$ cat src/rtl/dbg_mem_bridge.sv
// SPI debug bridge: READ_WORD / WRITE_WORD host commands mapped onto
// single AXI4-lite transactions, with status and read data returned over SPI.
module dbg_mem_bridge #(
    parameter int          ADDR_W    = 32,
    parameter logic [7:0]  CMD_READ  = 8'h08,
    parameter logic [7:0]  CMD_WRITE = 8'h09
) (
    input  logic              clk,
    input  logic              rst,
    input  logic [7:0]        recv_data,
    input  logic              recv_ready,
    output logic [7:0]        send_data,
    output logic              active,
    output logic [ADDR_W-1:0] araddr,
    output logic              arvalid,
    input  logic              arready,
    input  logic [31:0]       rdata,
    input  logic [1:0]        rresp,
    input  logic              rvalid,
    output logic              rready,
    output logic [ADDR_W-1:0] awaddr,
    output logic              awvalid,
    input  logic              awready,
    output logic [31:0]       wdata,
    output logic [3:0]        wstrb,
    output logic              wvalid,
    input  logic              wready,
    input  logic [1:0]        bresp,
    input  logic              bvalid,
    output logic              bready
);

    localparam logic [2:0] S_IDLE   = 3'd0;
    localparam logic [2:0] S_ADDR   = 3'd1;
    localparam logic [2:0] S_DATA   = 3'd2;
    localparam logic [2:0] S_AXI_RD = 3'd3;
    localparam logic [2:0] S_AXI_WR = 3'd4;
    localparam logic [2:0] S_REPLY  = 3'd5;

    localparam logic [7:0] ST_BUSY  = 8'h00;
    localparam logic [7:0] ST_OKAY  = 8'h01;
    localparam logic [7:0] ST_ERR   = 8'h02;
    localparam logic [7:0] ST_ALIGN = 8'h04;

    logic [2:0]        state_q, state_d;
    logic              op_wr_q, op_wr_d;
    logic [2:0]        cnt_q, cnt_d;
    logic [ADDR_W-1:0] addr_q, addr_d;
    logic [31:0]       wdata_q, wdata_d;
    logic [31:0]       rdata_q, rdata_d;
    logic [7:0]        send_q, send_d;
    logic              arvalid_q, arvalid_d;
    logic              rready_q, rready_d;
    logic              awvalid_q, awvalid_d;
    logic              wvalid_q, wvalid_d;
    logic              bready_q, bready_d;

    logic              is_cmd;
    logic [7:0]        reply_byte;

    assign is_cmd = (recv_data == CMD_READ) || (recv_data == CMD_WRITE);

    // Read data leaves MSB first; cnt_q counts the bytes still to send.
    always_comb begin
        case (cnt_q)
            3'd4:    reply_byte = rdata_q[31:24];
            3'd3:    reply_byte = rdata_q[23:16];
            3'd2:    reply_byte = rdata_q[15:8];
            default: reply_byte = rdata_q[7:0];
        endcase
    end

    always_comb begin
        state_d   = state_q;
        op_wr_d   = op_wr_q;
        cnt_d     = cnt_q;
        addr_d    = addr_q;
        wdata_d   = wdata_q;
        rdata_d   = rdata_q;
        send_d    = send_q;
        arvalid_d = arvalid_q;
        rready_d  = rready_q;
        awvalid_d = awvalid_q;
        wvalid_d  = wvalid_q;
        bready_d  = bready_q;

        case (state_q)
            S_IDLE: begin
                if (recv_ready && is_cmd) begin
                    op_wr_d = (recv_data == CMD_WRITE);
                    state_d = S_ADDR;
                    cnt_d   = 3'd4;
                    send_d  = ST_BUSY;
                end
            end
            S_ADDR: begin
                if (recv_ready) begin
                    addr_d = {addr_q[ADDR_W-9:0], recv_data};
                    send_d = ST_BUSY;
                    cnt_d  = cnt_q - 3'd1;
                    if (cnt_q == 3'd1) begin
                        if (recv_data[1:0] != 2'b00) begin
                            send_d  = ST_ALIGN;
                            state_d = S_IDLE;
                        end else if (op_wr_q) begin
                            state_d = S_DATA;
                            cnt_d   = 3'd4;
                        end else begin
                            state_d   = S_AXI_RD;
                            arvalid_d = 1'b1;
                            rready_d  = 1'b1;
                        end
                    end
                end
            end
            S_DATA: begin
                if (recv_ready) begin
                    wdata_d = {wdata_q[23:0], recv_data};
                    send_d  = ST_BUSY;
                    cnt_d   = cnt_q - 3'd1;
                    if (cnt_q == 3'd1) begin
                        state_d   = S_AXI_WR;
                        awvalid_d = 1'b1;
                        wvalid_d  = 1'b1;
                        bready_d  = 1'b1;
                    end
                end
            end
            S_AXI_RD: begin
                if (recv_ready)
                    send_d = ST_BUSY;
                if (arvalid_q && arready)
                    arvalid_d = 1'b0;
                // Status load overrides a coinciding poll byte.
                if (rvalid) begin
                    rdata_d   = rdata;
                    send_d    = (rresp == 2'b00) ? ST_OKAY : ST_ERR;
                    rready_d  = 1'b0;
                    arvalid_d = 1'b0;
                    state_d   = S_REPLY;
                    cnt_d     = 3'd4;
                end
            end
            S_AXI_WR: begin
                if (recv_ready)
                    send_d = ST_BUSY;
                if (awvalid_q && awready)
                    awvalid_d = 1'b0;
                if (wvalid_q && wready)
                    wvalid_d = 1'b0;
                if (bvalid) begin
                    send_d    = (bresp == 2'b00) ? ST_OKAY : ST_ERR;
                    bready_d  = 1'b0;
                    awvalid_d = 1'b0;
                    wvalid_d  = 1'b0;
                    state_d   = S_IDLE;
                end
            end
            S_REPLY: begin
                if (recv_ready) begin
                    send_d = reply_byte;
                    cnt_d  = cnt_q - 3'd1;
                    if (cnt_q == 3'd1)
                        state_d = S_IDLE;
                end
            end
            default: begin
                state_d = S_IDLE;
            end
        endcase
    end

    always_ff @(posedge clk) begin
        if (rst) begin
            state_q   <= S_IDLE;
            op_wr_q   <= 1'b0;
            cnt_q     <= 3'd0;
            addr_q    <= '0;
            wdata_q   <= '0;
            rdata_q   <= '0;
            send_q    <= '0;
            arvalid_q <= 1'b0;
            rready_q  <= 1'b0;
            awvalid_q <= 1'b0;
            wvalid_q  <= 1'b0;
            bready_q  <= 1'b0;
        end else begin
            state_q   <= state_d;
            op_wr_q   <= op_wr_d;
            cnt_q     <= cnt_d;
            addr_q    <= addr_d;
            wdata_q   <= wdata_d;
            rdata_q   <= rdata_d;
            send_q    <= send_d;
            arvalid_q <= arvalid_d;
            rready_q  <= rready_d;
            awvalid_q <= awvalid_d;
            wvalid_q  <= wvalid_d;
            bready_q  <= bready_d;
        end
    end

    assign active    = (state_q != S_IDLE) ||
                       (recv_ready && is_cmd);
    assign send_data = send_q;
    assign araddr    = addr_q;
    assign awaddr    = addr_q;
    assign arvalid   = arvalid_q;
    assign rready    = rready_q;
    assign awvalid   = awvalid_q;
    assign wvalid    = wvalid_q;
    assign bready    = bready_q;
    assign wdata     = wdata_q;
    assign wstrb     = 4'hF;

endmodule

$ cat config.mk
export PLATFORM = sky130hd
export DESIGN_NAME = dbg_mem_bridge
export DESIGN_NICKNAME = d
export VERILOG_FILES = /design/src/rtl/dbg_mem_bridge.sv
export SDC_FILE = /design/constraint.sdc
export NUM_CORES = 1
export LEC_CHECK = 0
export ABC_CLOCK_PERIOD_IN_PS = 1750
export CORE_UTILIZATION = 35
export DETAILED_ROUTE_END_ITERATION = 10
export PLACE_DENSITY_LB_ADDON = 0.1
export SETUP_SLACK_MARGIN = 0.1
export SYNTH_ARGS = -nofsm -noshare
export SYNTH_HDL_FRONTEND = slang
export SYNTH_SLANG_ARGS = --single-unit
$ cat constraint.sdc
create_clock -name clk -period 1.75 [get_ports clk]
set_input_delay 0.35 -clock clk [delete_from_list [all_inputs] [get_ports clk]]
set_output_delay 0.35 -clock clk [all_outputs]
set_load 0.03 [all_outputs]
==> results of run 1 <==
[cell type report]
type	instances	share of cell area, %
flip-flops and latches	116	28.4
multi-input cells	431	33.4
repair buffers	242	27.4
inverters	14	0.638
clock inverters	12	1.87
clock buffers	20	5.55
well taps	180	2.74
[cell usage in the layout, fill, tap and decap left out, drive strengths merged, types with 9 or more instances in the layout]
| cell | synthesis | routed |
|---|---|---|
| clkdlybuf4s50 | 0 | 42 |
| nand2 | 202 | 202 |
| clkbuf | 29 | 24 |
| dlygate4sd2 | 0 | 115 |
| dfxtp | 116 | 116 |
| inv | 14 | 15 |
| o21ai | 9 | 9 |
| buf | 49 | 80 |
| a21oi | 104 | 104 |
| nor2 | 12 | 12 |
[path summary, 6_finish.rpt]
path / start / end / slack, ns / cells after the start
hold reg to reg: wdata[26] / wdata[26] / 0.45 / 2
hold / removal: rst / state_q[0] / 0.29 / 2
setup / recovery: state_q[2] / active / -0.04 / 4
setup reg to reg: state_q[0] / cnt_q[0] / 0.01 / 6
[power by group]
group | internal (mW) | switching, mW
clock | 2.31 | 1.28
sequential | 2.64 | 0.00114
combinational | 0.150 | 0.140
[logic make-up after synthesis]
kind of cell | after synthesis | share of synthesized area, %
AND/OR/NAND/NOR | 256 | 22.3
AO/OA/AOI/OAI | 164 | 20.0
flip-flops | 116 | 45.9
buffers and inverters | 92 | 10.1
adder cells (fa/ha/maj) | 5 | 1.24
multiplexers | 2 | 0.420
other | 1 | 0.0741
[metal layers]
metal	vias to the layer above	part of all wire (%)
met2	162	49
met4	0	2.7
met1	2429	43
met5	-	0
li1	2495	-
met3	27	5.2
[what timing repair did]
action / in CTS / in global routing
resized for setup: 146 / 113
gates cloned: 0 / 5
setup buffers: 6 / 9
endpoints found under the setup margin: 166 / 47
pin swaps: 9 / 54
[flip-flops by register name, summed over array words and instances, names as in the netlist]
signal and cells:
cnt_q 3, op_wr_q 1, awvalid 1, bready 1
rready 1, wvalid 1, send_data 8, rdata_q 32
state_q 3, wdata 32, arvalid 1, araddr 32
[worst max-delay path, delay by kind of cell (launching register included)]
family                 cells  cell delay [ns]
AO/OA/AOI/OAI              1             0.24
buffers and inverters      2             0.22
flip-flops                 1             0.38
AND/OR/NAND/NOR            1             0.18
==> results.txt, run 1 <==
The number of clock sinks seen by CTS is between 100 and 150. The met3 track demand over resource in global routing is under 10%. The element type at the critical path end is an output port.

The flow ran to the end, but the final reports show violations. The number of pins exceeding their max-slew limit in the final report was 0. The busiest layer in global routing is met2. The multi-input gate area in the final layout is 0.00275 mm². Entering global routing, the biggest net connects 45 pins. The setup path with the least slack is of type reg -> out.

The sequential element share of the synthesized area is between 40 and 50%. After detailed routing, the total wire length is about 16000 µm. Summed over all cells, the static leakage comes to 3.42 nW. The CTS tree is yes. The post-synthesis register bit count came out at 116.

The count of cells in the finished layout, fillers not included, comes to 1015. The antenna diode instance count is 0. Synthesis instantiated 63 different standard cells from the library. The clock arrives with 0.00746 ns of skew. After detailed routing, the number of remaining DRC violations is 0. In the final layout, the share of cells above drive strength 1 is 25.9%. The global placer's final weighted congestion came out at 0.800. The detail-routed net length per standard cell is 16.1 µm. For the finished layout, the period the worst path requires is 1.79 ns. The commonest cells after synthesis are sky130_fd_sc_hd__nand2_1, sky130_fd_sc_hd__dfxtp_1, sky130_fd_sc_hd__a21oi_1. Global routing finished with a remaining overflow of 0.

Static timing analysis puts the maximum clock frequency at roughly 560 MHz. The average footprint of a synthesized cell is approximately 8.0 µm². The number of antenna violations at the first check in global routing is 0. The commonest register cell after synthesis is sky130_fd_sc_hd__dfxtp_1. The total number of vias is 5113. The port buffer count came out at 161. STA classifies the critical path startpoint as a flip-flop. The final reports fail on setup timing.

The count of nets after finishing came out at a little under 900. Detailed placement ended at an HPWL of roughly 11000 µm. For this design the ratio of total power to cell area is 791 mW/mm². The placement-stage cell area came out at 0.00699 mm². The die height is 122 µm. The count of antenna-violating nets left after detailed routing came out at 0. By instance count, the leading cell after synthesis is sky130_fd_sc_hd__nand2_1. The number of maximum-capacitance violations is 0. The number of hold buffers added after CTS came out at 0.

The growth of design area from synthesis to finish came out at 62.7%. Counting every instance in the synthesized netlist gives 636. The buffer levels on the longest clock path is 2. CTS placed an instance of sky130_fd_sc_hd__clkbuf_16 at the clock tree root. The final design area excluding fillers came out at 0.00823 mm².

Setup repair after global routing could not meet its margin everywhere. The final critical path takes up 102% of the cycle. The clock-pin slew of the registers on the worst-case setup and hold paths is 0.06 ns. The total CTS buffers is 17. The worst endpoint data arrival time is roughly 1.4 ns. Data on the critical path is required at its endpoint by 1.40 ns. After synthesis, the cell types taking the most area are sky130_fd_sc_hd__dfxtp_1, sky130_fd_sc_hd__nand2_1, sky130_fd_sc_hd__a21oi_1. The sequential standard cell area came out at 0.00234 mm². The final worst slack came out at -0.0364 ns.

The cell taking the most area after synthesis is sky130_fd_sc_hd__dfxtp_1. For this run, the total global-route usage over all layers was measured as 20.8%. The die covers 0.0149 mm². The power consumption came out at 6.51 mW. The share of the core filled with cells in the final layout is 58.9%. The initialized floorplan defines 43 standard-cell rows. The post-placement setup slack is -0.557 ns. The number of vias per cell is 5.04. Measured against its own limit, the worst slew margin works out to 65.3%. The total count of hold-check failures in the final report was 0. The fraction of post-synthesis cell area in the top cell type by area came out at 45.9%. The largest fanout of any net on the critical path came out at 6. In this run, the number of DRC markers left after iteration 0 of detailed routing was 285.

The global-route met2 utilization came out at 34.8%. On the critical path, the stage with the largest delay is an instance of sky130_fd_sc_hd__dfxtp_4. The maximum level of the CTS H-tree is 4. The transition time at the pin with the least slew margin is ~0.52 ns.

The fill cell instance count of the final layout came out at 1332. Adding up every negative setup slack in the final design gives -0.0364 ns. Pin placement for this block handled 166 I/O pins.

For this run, asynchronously set or reset flops after synthesis account for 0%. The number of iterations in the first detailed-routing pass is 5. Traced cell by cell, the critical path runs through nor3_4 > a21boi_4 > inv_2 > buf_12. The initial cell density of the core is 36.2%. The tightest min-delay check is of the in -> reg type. The number of global-route vias before repair came out at about 4700. The count of warnings emitted by yosys is 0. The number of endpoints failing setup at the final stage is 1. The number of enable flip-flop cells after synthesis is 0. The floorplan step set the die width to 122 µm. The final worst hold slack came out at 0.289 ns. Global routing used 25.0% of the available met1 tracks.

The first global-routing pass estimated 23700 µm of wire. IR analysis of the VDD net gives a maximum drop of 601 µV. The instance count after placement with tap cells included came out at 963. The largest stage delay on the critical path came out at 0.38 ns. The later pin in the worst-skew pair is clocked with a latency of 0.42 ns.

The netlist area before placement came out at 0.00506 mm². The total core area is between 0.01 and 0.015 mm².
(Power assumes the default switching activity.)
==> run 2: changes to the inputs <==
--- a/config.mk
+++ b/config.mk
@@ -6,6 +6,7 @@
 export NUM_CORES = 1
 export LEC_CHECK = 0
 export ABC_CLOCK_PERIOD_IN_PS = 1750
+export CORE_MARGIN = 10
 export CORE_UTILIZATION = 35
 export DETAILED_ROUTE_END_ITERATION = 10
 export PLACE_DENSITY_LB_ADDON = 0.1
==> run 2 against run 1 <==
The flow still finishes with violations (setup timing). Cell count decreased by 0.39%. Sequential power about the same. Setup slack improved by 0.0088 ns. Clock power decreased by 3%. Clock skew about the same. Count of clock-buffer cells in the layout increased by 2. Flip-flop and latch count unchanged. Maximum frequency increased by 0.50%. Critical path type unchanged. Largest power group unchanged.
==> results.txt, run 2 (same netlist as run 1, synthesis figures left out) <==
The first global-routing pass estimated between 20000 and 30000 µm of wire. The number of antenna violations at the first check in global routing is 0. The fraction of power consumed by the clock network is 54.4%.

Setup repair after global routing could not meet its margin everywhere. The worst endpoint data arrival time came out at 1.43 ns. Leaving out fill and tap cells, the most frequent cells in the layout are sky130_fd_sc_hd__nand2_1, sky130_fd_sc_hd__dfxtp_1, sky130_fd_sc_hd__dlygate4sd2_1.

The cell at the slowest stage of the critical path is sky130_fd_sc_hd__dfxtp_4. The number of pins exceeding their max-slew limit in the final report is 0. The number of global-route vias before repair is slightly below 5000. The number of iterations in the first detailed-routing pass came out at 5. The number of endpoints failing setup at the final stage came out at 1.

The run finished, with violations left. The largest fanout of any net on the critical path came out at 4. The detailed-placement wirelength estimate came out at 11800 µm.

The buffer levels on the longest clock path came out at 2. The die height came out at around 140 µm. The checks that failed: setup timing. The post-route clock period utilization is 102%. The area growth from synthesis to layout is 57.7%. At the end of the flow the core is filled with cells to 56.8%.

For the worst-skew pair, the clock arrives at the later sink with an insertion delay of a little over 0.4 ns. The total count of hold-check failures in the final report is 0. Leaving out fill and tap cells, the most frequent cell in the layout is sky130_fd_sc_hd__nand2_1. The count of buffering cells on the critical path with inverters included is 2.

For this run, the slowest stage of the critical path takes 0.36 ns. The cell row count came out at 43. The pin count of the biggest net entering global routing is 65. The min-delay analysis places its worst path in the category in -> reg.

Data on the critical path is required at its endpoint by about 1.4 ns. The DRC violation total after the first TritonRoute iteration came out at 278. The switching portion of total power is 20.7%. The switching power came out at 1.33 mW. The clock tree skew after final layout is 0.00764 ns. The kind of cell with the highest combined delay along the critical path is flip-flops.

The port buffer count came out at 161. The detail-routed net length per standard cell came out at 16.4 µm. The antenna diode instance count is 0. The ratio of total power to cell area came out at 804 mW/mm².

By startpoint and endpoint, the worst setup path is classified as reg -> out. The layout cell share with drive strength beyond 1 is 20.8%. The number of vias per cell is 4.90. The minimum period implied by the final worst setup slack is roughly 1.8 ns. In the routed design, unresolved DRC markers number 0. Across the VDD grid, the largest voltage drop is 755 µV. STA classifies the critical path endpoint as an output port. The count of antenna-violating nets left after detailed routing is 0. The combinational group share of total power is 4.5%.

Once placement completed, the tool counted placed cells totaling 963. The tool flagged a number of max-cap violations equal to 0. Global routing finished with a remaining overflow of 0.

The global routing usage summed across all routing layers came out at between 15 and 20%. The design internal power is 5.09 mW. Walking the worst path, the cells encountered are nor3_4 > a21boi_4 > inv_2 > buf_12. Summed over all cells, the static leakage comes to 3.36 nW.

The total wire length after detailed routing came out at 16600 µm. The initial cell density of the core is between 30% and 40%. The floorplan step defined a die boundary enclosing 0.0197 mm². The final layout contains 876 nets. The maximum level of the CTS H-tree came out at 4. The total number of vias is a little under 5000. The fraction of power consumed by sequential logic is 41.1%.

In this run the standard cell core region covers 0.0140 mm². The clock-pin slew of the registers on the worst-case setup and hold paths came out at about 0.050 ns. The final sum of negative setup slack is -0.0276 ns.

The final worst slack came out at -0.0276 ns. For this design the top-level I/O count stands at 166. Routability-driven placement finished with a final weighted congestion of 0.862. Leaving out filler cells and counting taps, the final layout contains 1011. The worst setup path is launched from a flip-flop.

The total CTS buffers is 17. The die extent in x came out at between 100 and 150 µm. Timing would allow up to approximately 560 MHz. The tree is rooted in a sky130_fd_sc_hd__clkbuf_16. The CTS tree is yes.

The layout has 1292 filler cells. The number of clock sinks seen by CTS is 116.
run 2: power by group through the flow:
stage,clock [mW],combinational [mW],sequential [mW]
3_5_place_dp,0,0.273,2.70
4_1_cts,3.55,0.276,2.64
2_1_floorplan,0,0.0858,2.70
3_3_place_gp,0,0.272,2.70
5_1_grt,3.68,0.307,2.64
6_report,3.49,0.289,2.64
run 2: area by class of cell:
class | instances | area [µm²] | area share [%]
clock buffer | 22 | 464 | 5.82
clock inverter | 9 | 129 | 1.61
inverter | 14 | 52.6 | 0.658
multi-input combinational | 431 | 2580 | 32.3
sequential | 116 | 2340 | 29.3
tap | 180 | 225 | 2.82
timing repair buffer | 239 | 2190 | 27.5
run 2: final timing paths:
check	from	to	slack [ns]	depth (start not counted)
hold / removal	recv_data[7]	wdata[7]	0.26	3
hold reg to reg	wdata[28]	wdata[28]	0.45	2
setup reg to reg	state_q[1]	cnt_q[2]	0.04	6
setup / recovery	state_q[1]	active	-0.03	4
run 2: worst min-delay path, stage by stage:
cell and delay [ns]:
sky130_fd_sc_hd__clkbuf_2 0.14, sky130_fd_sc_hd__nand2_1 0.07, sky130_fd_sc_hd__a21oi_1 0.06
run 2: what timing repair did:
action                     4_1_cts  5_1_grt
setup buffers                    3       11
pin swaps                        7       19
resized for setup              146       65
hold buffers                     0        0
setup endpoints to repair      161       50
cloned                           0        3
run 2: metal layers:
| layer | vias up | part of all wire, % | global-route usage (%) |
|---|---|---|---|
| li1 | 2484 | - | - |
| met1 | 2294 | 42 | 18.5 |
| met2 | 157 | 47 | 25.8 |
| met3 | 20 | 8.9 | 6.56 |
| met4 | 0 | 1.7 | 5.43 |
| met5 | - | 0 | 0 |
run 2: metrics by stage:
step	total power [mW]	hold slack (ns)	cell area, µm²	setup slack [ns]
3_3_place_gp	2.97	0.442	7010	-0.480
6_report	6.42	0.258	7980	-0.0276
2_1_floorplan	2.79	0.432	5080	0.0556
4_1_cts	6.47	0.296	7580	-0.0742
3_5_place_dp	2.97	0.444	7010	-0.508
5_1_grt	6.62	0.272	7980	-0.0971
